$ cat src/rtl/alu_share_arbiter.sv
`default_nettype none
// +----------------------------------------------------------------------------+
// | Module      : alu_share_arbiter                                            |
// | Description : Shares one DW-bit ALU between two requesters. One op is      |
// |               granted per cycle. The granted requester's fields drive the  |
// |               ALU operands combinationally. The ALU result and its {N,Z,V}  |
// |               flags land in a single-entry response register that has      |
// |               valid/ready backpressure. A {N,Z,V} condition-code register  |
// |               is kept per requester.                                       |
// | Revision    : 1.0  initial release                                         |
// +----------------------------------------------------------------------------+
// | Ports                                                                      |
// |   clk, rst_n           clock (rising edge); async active-low reset          |
// |   req_valid/req_ready  per-requester handshake, bit i = requester i        |
// |   reqN_op/a/b/imm      opcode, operands and shift amount of requester N     |
// |   alu_in1/in2/imm/op   operands to the shared ALU (from granted requester)  |
// |   alu_out, alu_n/z/v   result and flags returned by the ALU                 |
// |   rsp_valid/rsp_ready  response register handshake                         |
// |   rsp_data/id/flags    registered result, issuing requester, {N,Z,V}        |
// |   cc0, cc1             {N,Z,V} of the last result issued by requester 0/1   |
// +----------------------------------------------------------------------------+
module alu_share_arbiter #(
    parameter int DW    = 16,
    parameter int RR_EN = 1
) (
    input  logic          clk,
    input  logic          rst_n,
    input  logic [1:0]    req_valid,
    output logic [1:0]    req_ready,
    input  logic [2:0]    req0_op,
    input  logic [2:0]    req1_op,
    input  logic [DW-1:0] req0_a,
    input  logic [DW-1:0] req1_a,
    input  logic [DW-1:0] req0_b,
    input  logic [DW-1:0] req1_b,
    input  logic [3:0]    req0_imm,
    input  logic [3:0]    req1_imm,
    output logic [DW-1:0] alu_in1,
    output logic [DW-1:0] alu_in2,
    output logic [3:0]    alu_imm,
    output logic [2:0]    alu_opcode,
    input  logic [DW-1:0] alu_out,
    input  logic          alu_n,
    input  logic          alu_z,
    input  logic          alu_v,
    output logic          rsp_valid,
    input  logic          rsp_ready,
    output logic [DW-1:0] rsp_data,
    output logic          rsp_id,
    output logic [2:0]    rsp_flags,
    output logic [2:0]    cc0,
    output logic [2:0]    cc1
);

    typedef enum logic [0:0] {
        ST_EMPTY = 1'b0,
        ST_FULL  = 1'b1
    } rsp_state_t;

    rsp_state_t    r_state;
    rsp_state_t    w_state_nxt;

    logic [1:0]    w_grant;
    logic          w_accept_ok;
    logic          w_hs;
    logic          w_hs_id;
    logic [2:0]    w_alu_flags;

    logic          r_last_grant;
    logic [DW-1:0] r_data;
    logic [2:0]    r_flags;
    logic          r_id;
    logic [2:0]    r_cc0;
    logic [2:0]    r_cc1;

    // Grant depends only on the valids and the last completed winner, never on
    // backpressure, so a stalled grant keeps its place until it completes.
    always_comb begin
        w_grant = 2'b00;
        case (req_valid)
            2'b01:   w_grant = 2'b01;
            2'b10:   w_grant = 2'b10;
            2'b11: begin
                if (RR_EN != 0) begin
                    w_grant = r_last_grant ? 2'b01 : 2'b10;
                end else begin
                    w_grant = 2'b01;
                end
            end
            default: w_grant = 2'b00;
        endcase
    end

    // The response register can take a new result when it is empty or is
    // being drained in this same cycle.
    assign w_accept_ok = (r_state == ST_EMPTY) | rsp_ready;
    assign req_ready   = w_grant & {2{w_accept_ok}};
    assign w_hs        = |req_ready;
    assign w_hs_id     = req_ready[1];
    assign w_alu_flags = {alu_n, alu_z, alu_v};

    // With no grant the mux rests on requester 0, keeping the ALU inputs stable.
    always_comb begin
        alu_in1    = req0_a;
        alu_in2    = req0_b;
        alu_imm    = req0_imm;
        alu_opcode = req0_op;
        if (w_grant[1]) begin
            alu_in1    = req1_a;
            alu_in2    = req1_b;
            alu_imm    = req1_imm;
            alu_opcode = req1_op;
        end
    end

    // Response register occupancy
    always_ff @(posedge clk or negedge rst_n) begin
        if (!rst_n) begin
            r_state <= ST_EMPTY;
        end else begin
            r_state <= w_state_nxt;
        end
    end

    always_comb begin
        w_state_nxt = r_state;
        case (r_state)
            ST_EMPTY: begin
                if (w_hs) begin
                    w_state_nxt = ST_FULL;
                end
            end
            ST_FULL: begin
                // A capture in the draining cycle replaces the old result.
                if (rsp_ready && !w_hs) begin
                    w_state_nxt = ST_EMPTY;
                end
            end
            default: w_state_nxt = ST_EMPTY;
        endcase
    end

    // Payload, arbitration history and condition codes all move only on a
    // completed handshake; a drain leaves the payload as it was.
    always_ff @(posedge clk or negedge rst_n) begin
        if (!rst_n) begin
            r_data       <= '0;
            r_flags      <= 3'b000;
            r_id         <= 1'b0;
            r_last_grant <= 1'b1;
            r_cc0        <= 3'b000;
            r_cc1        <= 3'b000;
        end else if (w_hs) begin
            r_data       <= alu_out;
            r_flags      <= w_alu_flags;
            r_id         <= w_hs_id;
            r_last_grant <= w_hs_id;
            if (w_hs_id) begin
                r_cc1 <= w_alu_flags;
            end else begin
                r_cc0 <= w_alu_flags;
            end
        end
    end

    assign rsp_valid = (r_state == ST_FULL);
    assign rsp_data  = r_data;
    assign rsp_id    = r_id;
    assign rsp_flags = r_flags;
    assign cc0       = r_cc0;
    assign cc1       = r_cc1;

endmodule
`default_nettype wire

$ cat config.mk
export PLATFORM = sky130hd
export DESIGN_NAME = alu_share_arbiter
export DESIGN_NICKNAME = d
export VERILOG_FILES = /design/src/rtl/alu_share_arbiter.sv
export SDC_FILE = /design/constraint.sdc
export NUM_CORES = 1
export LEC_CHECK = 0
export BUFFER_PORTS_ARGS = -buffer_cell sky130_fd_sc_hd__buf_2
export CAP_MARGIN = 40
export CORE_MARGIN = 2
export CORE_UTILIZATION = 38
export CTS_CLUSTER_DIAMETER = 150
export DETAILED_ROUTE_END_ITERATION = 8
export GPL_TIMING_DRIVEN = 0
export PLACE_DENSITY = 0.89
export SYNTH_ARGS = -nofsm -noshare
export SYNTH_HDL_FRONTEND = slang
export SYNTH_SLANG_ARGS = --single-unit
export TNS_END_PERCENT = 50
$ cat constraint.sdc
create_clock -name clk -period 3.6 [get_ports clk]
set_input_delay 0.36 -clock clk [delete_from_list [all_inputs] [get_ports clk]]
set_output_delay 0.36 -clock clk [all_outputs]
set_load 0.02 [all_outputs]
# Yosys cells after proc, flatten, opt, wreduce, memory -nomap -nowiden
# Index checks and enable logic that the tools add are counted.
[totals]
register_bits = 28
wordCells = 28
[classes]
n_eq_ne = 3
mux = 9
bitwise_logic = 4
reduce_logical = 5
[ops]
columns = ["cell", "count"]
rows = [
  ["$mux 16", 2],
  ["$pmux 2 s3", 1],
  ["$eq 2x2->1 const B", 2],
  ["$mux 4", 1],
  ["$reduce_and 2->1", 2],
  ["$mux 3", 1],
  ["$and 2x2->2", 1],
  ["$eq 2x1->1 const B", 1],
  ["$mux 1", 2],
  ["$mux 2", 1],
  ["$not 1->1", 2],
  ["$pmux 1 s2", 1],
  ["$reduce_or 2->1", 1],
  ["$logic_and 1x1->1", 1],
  ["$logic_not 1->1", 1],
  ["$or 1x1->1", 1],
]

# Depth between registers and ports, before layout
# Gate-level depths: netlist of the first run.
[depth]
word_depth = 8
ltp_mapped = 5

# Least setup slack after synthesis of the first run
# No wires, ideal clock.
[synth_timing]
kind = "register to output"
start = "register r_last_grant"
end = "output port alu_imm[0]"
t_arrival_ps = 1158
t_required_ps = 3240
path_slack_ps = 2082
path_stages_with_launch = 4
path_cell_list = "dfstp_2 > a21boi_4 > buf_6 > mux2_2"
[synth_between]
elab_chain_cells = 3
[synth_lines]
columns = ["item", "line", "rtl"]
rows = [
  ["start: declaration", "69", "logic r_last_grant;"],
  ["start signal: assignment", "157", "r_last_grant <= w_hs_id;"],
  ["$mux 2", "85", "w_grant = r_last_grant ? 2'b01 : 2'b10;"],
  ["$pmux 2 s3", "80", "case (req_valid)"],
  ["$mux 4", "108", "if (w_grant[1]) begin"],
  ["end: declaration", "40", "output logic [3:0] alu_imm,"],
]
# Every way passes these cells.

# Worst setup path after layout of the first run
[layout_timing]
start = "register r_last_grant"
end = "output port alu_in1[10]"
[layout_between]
elab_chain_cells = 3
[layout_lines]
columns = ["item", "line", "rtl"]
rows = [
  ["$mux 2", "85", ""],
  ["$pmux 2 s3", "80", ""],
  ["$mux 16", "108", ""],
  ["end: declaration", "38", "output logic [DW-1:0] alu_in1,"],
]
# Every way passes these cells.

==> impl_metrics.csv, run 1 <==
group,metric,value,unit
die,rows,23,
grt,grt_pass1_wl,7.452,mm
logic_synthesis,syn-instance-count,111,
sta,fin_crit_sh,55.53,%
die,die_h,69.30,um
die,initial_core_util,39.93,%
clocking,cts.htree.levels,1,
power,powerDensity,403.9,nW/um2
layout,n_fill_cell,332,
logic_synthesis,seq_area_frac_synth,43.32,%
layout,final_common_cell,"buf_2",
routing,wl,4.700,mm
layout,nNetsFinal,387,
critical_path,crit_family,"flip-flops",
grt,gr-total-overflow,0,
routing,ant_nets,0,
logic_synthesis,ys_ff_latch,28,
clocking,holdBufCountCts,0,
hold_path,hold_class,"input port to asynchronous set/reset pin",
routing,wl_per_cell,14.07,um
grt,grt_pass1_vias,1612,
critical_path,crit_buf_inv,2,
clocking,post_cts_buffers,0,
critical_path,critical_path_class,"flop to output pin",
layout,fin_area,2584,um2
die,top_level_ports,170,
logic_synthesis,netlist.area_leader.share,41.70,%
critical_path,path_cells,"a21boi_4 -> buf_6 -> mux2_2 -> buf_2",
critical_path,cp-start-kind,"flop",
logic_synthesis,synthTopCellsByArea,"dfrtp_1 (42%), mux2_2 (38%), mux2_4 (9.3%)",
power,vdd_ir_drop_max,0.3110,mV
layout,drive_above_1_share,86.97,%
critical_path,endpoint_kind,"output pin",
grt,grt_usage,18.59,%
die,die_x,69.30,um
sta,clock.fmax,0.5003,GHz
die,die_area,4802,um2
sta,rsz0062_at_grt,"no",
die,core-area,4058,um2
layout,final_cell_mix,"buf_2 (169), mux2_2 (54), dfrtp_1 (27)",
clocking,clock-root-buffer,"clkbuf_8",
clocking,clkSinkCount,28,
routing,dr.pass1.iters,4,
routing,viasPerCell,4.617,
sta,setup_viol,0,
critical_path,critPathSlowestCell,"dfstp_2",
clocking,clock_path_buffers,2,
placed_design,dpl-instance-area,2529,um2
sta,tightestPinTransition,614.8,ps
clocking,post_cts_resized,0,
layout,antenna_cells,0,
logic_synthesis,synth_cell_type_count,17,
clocking,cts_tree,"done",
layout,area_growth_syn_to_layout,59.46,%
grt,antenna_found_initial,0,
critical_path,crit_fanout,10,
sta,relSlewSlack,59.02,%
routing,drc,0,
placed_design,numPortBuffers,169,
routing,num_vias,1542,
logic_synthesis,syn_area_per_cell,14.60,um2
run_status,status,"finished clean",
logic_synthesis,synth_fp_nets,213,
routing,drtIter0Drc,27,
sta,min_period,1999,ps
power,leakage,1.397,nW
sta,skew,2.494,ps
logic_synthesis,synth_top_area_cell,"dfrtp_1",
placed_design,hpwl,3.949,mm
job,cap_violations,0,
logic_synthesis,syn_area,1620,um2
placed_design,routabilityCongestion,0.7648,
grt,grt_start_max_net_pins,29,
clocking,clk_pin_slew,90,ps
critical_path,worstPathArrival,1640,ps
sta,hold_viol,0,
sta,tns,0,ps
sta,maxSlewViolCount,0,
critical_path,worstPathRequired,3240,ps
critical_path,slowest_delay,400,ps
clocking,numCtsBuffers,3,
logic_synthesis,yosysWarnings,0,
clocking,clk_latency,260,ps
worst paths after layout:
path / depth (start not counted) / slack (ps) / startpoint / endpoint
setup / recovery: 4 / 1600 / r_last_grant$_DFFE_PN1P_ / alu_in1[10]
hold / removal: 1 / 100 / rst_n / rsp_data[8]$_DFFE_PN0P_
setup reg to reg: 5 / 2150 / rsp_valid$_DFF_PN0_ / rsp_data[13]$_DFFE_PN0P_
hold reg to reg: 1 / 500 / rsp_id$_DFFE_PN0P_ / rsp_id$_DFFE_PN0P_
max in group asynchronous: 1 / 3110 / rst_n / cc0[0]$_DFFE_PN0P_
min in group clk: 2 / 320 / alu_out[15] / rsp_data[15]$_DFFE_PN0P_
cell usage after synthesis:
cell	count
mux2_4	10
dfstp_2	1
inv_1	2
mux2_2	54
a31oi_1	1
a21boi_4	1
o21a_1	1
nor2_1	1
buf_6	6
a21oi_1	1
nand2b_1	1
dfrtp_1	27
a22o_1	1
nand2b_4	1
nand3_1	1
nand2_2	1
nand2_1	1
metal layers:
layer / GRT usage [%] / share of wire, %
met5: 0 / 0
met4: 5.011 / 0.96
met1: 20.72 / 38
met2: 35.36 / 53
met3: 3.924 / 8.0
report_power, final:
group	switching, mW	leakage (nW)	total (mW)	internal, mW
sequential	0.0287	0.324	0.396	0.368
combinational	0.242	1.04	0.460	0.218
clock	0.0901	0.0288	0.188	0.0976
sequential cells by signal (all words and copies together), names as in the netlist:
signal / cells
cc0: 3
rsp_flags: 3
r_last_grant: 1
cc1: 3
rsp_id: 1
rsp_valid: 1
rsp_data: 16
cell type report:
type                    count  area (um2)  area share, %
plain buffers               6       67.56          2.615
clock buffers               4       55.05          2.131
inverters                   2       7.507         0.2906
multi-input cells          75       843.3          32.64
flip-flops and latches     28       701.9          27.17
well taps                  50       62.56          2.421
repair buffers            169       845.8          32.74
through the flow:
step | power (mW) | hold WS, ps | std cells | setup WS, ps | utilization, %
floorplan | 0.6892 | 64.41 | 111 | 2082 | -
global placement | 0.8528 | 391.7 | 330 | 1749 | 62.32
detailed placement | 0.8655 | 409.0 | 330 | 1745 | 62.32
CTS | 1.055 | 111.5 | 334 | 1581 | 63.68
global route | 1.095 | 152.2 | 334 | 1522 | 63.68
finish | 1.044 | 96.68 | 334 | 1601 | 63.68
worst reg2reg max path, cell delays in order, from the launching register on:
cell,delay (ps)
dfrtp_1,420
nand2b_4,120
o21a_1,140
buf_6,150
buf_6,190
mux2_4,320
cell families (layout without fill, tap and decap cells):
family	Yosys count	count (layout)	share of synthesized area [%]
compound gates	5	5	2.857
buf+inv	8	181	4.633
flops	28	28	43.32
mux	64	64	46.79
simple gates	6	6	2.393
Power figures use the tool's default switching activity.
==> run 2: changes to the inputs <==
--- a/config.mk
+++ b/config.mk
@@ -8,11 +8,11 @@
 export BUFFER_PORTS_ARGS = -buffer_cell sky130_fd_sc_hd__buf_2
 export CAP_MARGIN = 40
 export CORE_MARGIN = 2
-export CORE_UTILIZATION = 38
+export CORE_UTILIZATION = 35
 export CTS_CLUSTER_DIAMETER = 150
 export DETAILED_ROUTE_END_ITERATION = 8
 export GPL_TIMING_DRIVEN = 0
-export PLACE_DENSITY = 0.89
+export PLACE_DENSITY = 0.83
 export SYNTH_ARGS = -nofsm -noshare
 export SYNTH_HDL_FRONTEND = slang
 export SYNTH_SLANG_ARGS = --single-unit
==> constraint.sdc (replaced) <==
create_clock -name clk -period 1.85 [get_ports clk]
set_input_delay 0.185 -clock clk [delete_from_list [all_inputs] [get_ports clk]]
set_output_delay 0.185 -clock clk [all_outputs]
set_load 0.02 [all_outputs]
==> run 2 against run 1 <==
Net effect: total power is 96% higher; die area is 8.1% higher; utilization is 4.6 points lower; clock power is 96% higher; design area is 0.97% higher; count of clock-buffer cells in the layout stayed put; critical path depth stayed put.
==> impl_metrics.csv, run 2 (same netlist as run 1, synthesis figures left out) <==
group,metric,value,unit
clocking,cts.htree.levels,1,
layout,antenna_cells,0,
critical_path,worstPathArrival,1620,ps
grt,grt_pass1_wl,6.934,mm
clocking,clock_path_buffers,2,
layout,final_cell_mix,"buf_2 (164), mux2_2 (54), dfrtp_1 (27)",
sta,skew,3.834,ps
power,comb_power_share,44.1,%
placed_design,numPortBuffers,169,
critical_path,r2r-end,"rsp_data[9]$_DFFE_PN0P_",
routing,dr.pass1.iters,4,
critical_path,endpoint_kind,"output pin",
critical_path,r2r-start,"rsp_valid$_DFF_PN0_",
critical_path,crit_fanout,10,
hold_path,min_to,"rsp_data[10]$_DFFE_PN0P_",
routing,drc,0,
layout,n_fill_cell,367,
layout,largest_register_ffs,16,
hold_path,hold_class,"input port to flop",
placed_design,hpwl,3.906,mm
die,core-area,4414,um2
die,die_h,72.04,um
layout,drive_above_1_share,86.67,%
layout,final_common_cell,"buf_2",
sta,relSlewSlack,59.48,%
layout,seqCellArea,701.9,um2
sta,worst_slack,49.88,ps
critical_path,critical_path_class,"flop to output pin",
critical_path,worstPathRequired,1660,ps
placed_design,dp_slack,311.9,ps
grt,grt_pass1_vias,1578,
sta,maxSlewViolCount,0,
sta,min_period,1800,ps
layout,nNetsFinal,388,
critical_path,crit_start,"r_last_grant$_DFFE_PN1P_",
job,cap_violations,0,
grt,antenna_found_initial,0,
sta,tightestPinTransition,607.8,ps
clocking,cts_tree,"done",
clocking,clk_pin_slew,90,ps
die,die_x,72.04,um
routing,viasPerCell,4.632,
power,p_sw,702.8,uW
sta,clock.fmax,0.5555,GHz
power,leakage,1.405,nW
die,die_area,5190,um2
die,initial_core_util,36.71,%
hold_path,worstHoldPathCells,2,
run_status,status,"finished clean",
clocking,clkSinkCount,28,
routing,num_vias,1561,
grt,gr-total-overflow,0,
sta,rsz0062_at_grt,"yes",
routing,wl_per_cell,13.60,um
critical_path,cp-start-kind,"flop",
clocking,clk_latency,270,ps
clocking,numCtsBuffers,3,
die,rows,24,
critical_path,ff2ff_setup_slack,420,ps
sta,hold_viol,0,
layout,multi_input_area,843.3,um2
critical_path,worstRegToRegCells,5,
power,seqPwrFrac,37.8,%
routing,wl,4.584,mm
grt,grt_start_max_net_pins,29,
placed_design,routabilityCongestion,0.7246,
power,netSwitchingFraction,34.44,%
routing,drtIter0Drc,19,
power,powerDensity,782.1,nW/um2
sta,setup_viol,0,
clocking,clock-root-buffer,"clkbuf_8",
routing,ant_nets,0,
sta,tns,0,ps
die,top_level_ports,170,
hold_path,hp-start,"alu_out[10]",
power,vdd_ir_drop_max,0.6074,mV
layout,area_growth_syn_to_layout,61.00,%
sta,fin_crit_sh,97.30,%
power,p_clk_share,18.1,%
grt,grt_usage,16.69,%
power,p_int,1.338,mW
[run 2: cell types whose count changed in the layout (fill, tap and decap cells not counted)]
cell	before	now
buf_2	169	164
dlygate4sd3_1	0	1
buf_4	0	5
[run 2: power groups by stage]
stage / logic (mW) / clock network (mW) / registers [mW]
6_report: 0.900 / 0.369 / 0.771
4_1_cts: 0.906 / 0.377 / 0.772
2_1_floorplan: 0.441 / 0 / 0.901
3_5_place_dp: 0.902 / 0 / 0.782
5_1_grt: 0.957 / 0.399 / 0.783
3_3_place_gp: 0.886 / 0 / 0.776
[run 2: metal layers]
metal / routed length (um) / share of wire [%] / track usage, % / up-vias
met5: 0 / 0 / 0 / -
met2: 2411 / 53 / 31.38 / 92
met1: 1661 / 36 / 18.77 / 714
met4: 61 / 1.3 / 5.031 / 0
met3: 450 / 9.8 / 3.611 / 9
li1: - / - / - / 746
[run 2: area by class of cell]
type	instances	share of cell area [%]
timing repair buffer	170	33.29
multi-input combinational	75	32.33
sequential	28	26.91
buffer	6	2.590
tap	52	2.494
clock buffer	4	2.110
inverter	2	0.2878
[run 2: worst max-delay path, cell delays in order, from the launching register on]
cell,delay (ps)
dfstp_2,400
a21boi_4,240
buf_6,190
mux2_2,350
buf_2,160
[run 2: what timing repair did]
action                     in CTS  in global routing
gates resized for setup         0                  5
setup buffers                   0                  0
hold endpoints to repair       27                  0
setup endpoints to repair       0                 29
hold buffers                    1                  0
[run 2: how the worst max path moves through the flow]
stage | to | slack, ps | cells after the start
after floorplan | rsp_data[10]$_DFFE_PN0P_ | 410 | 5
after global placement | alu_in1[10] | 310 | 4
after detailed placement | alu_imm[1] | 310 | 4
after CTS | alu_imm[1] | 5 | 4
after global routing | alu_imm[1] | -20 | 4
final | alu_imm[1] | 50 | 4
[run 2: metrics by stage]
stage          hold slack (ps)  cells  power [mW]  utilization (%)  area, um2
2_1_floorplan           -110.6    111       1.341                -       1620
3_3_place_gp             216.7    332       1.662            57.34       2531
3_5_place_dp             230.9    332       1.684            57.34       2531
4_1_cts                  133.0    337       2.055            58.82       2596
5_1_grt                  128.3    337       2.139            59.10       2609
6_report                 136.9    337       2.040            59.10       2609
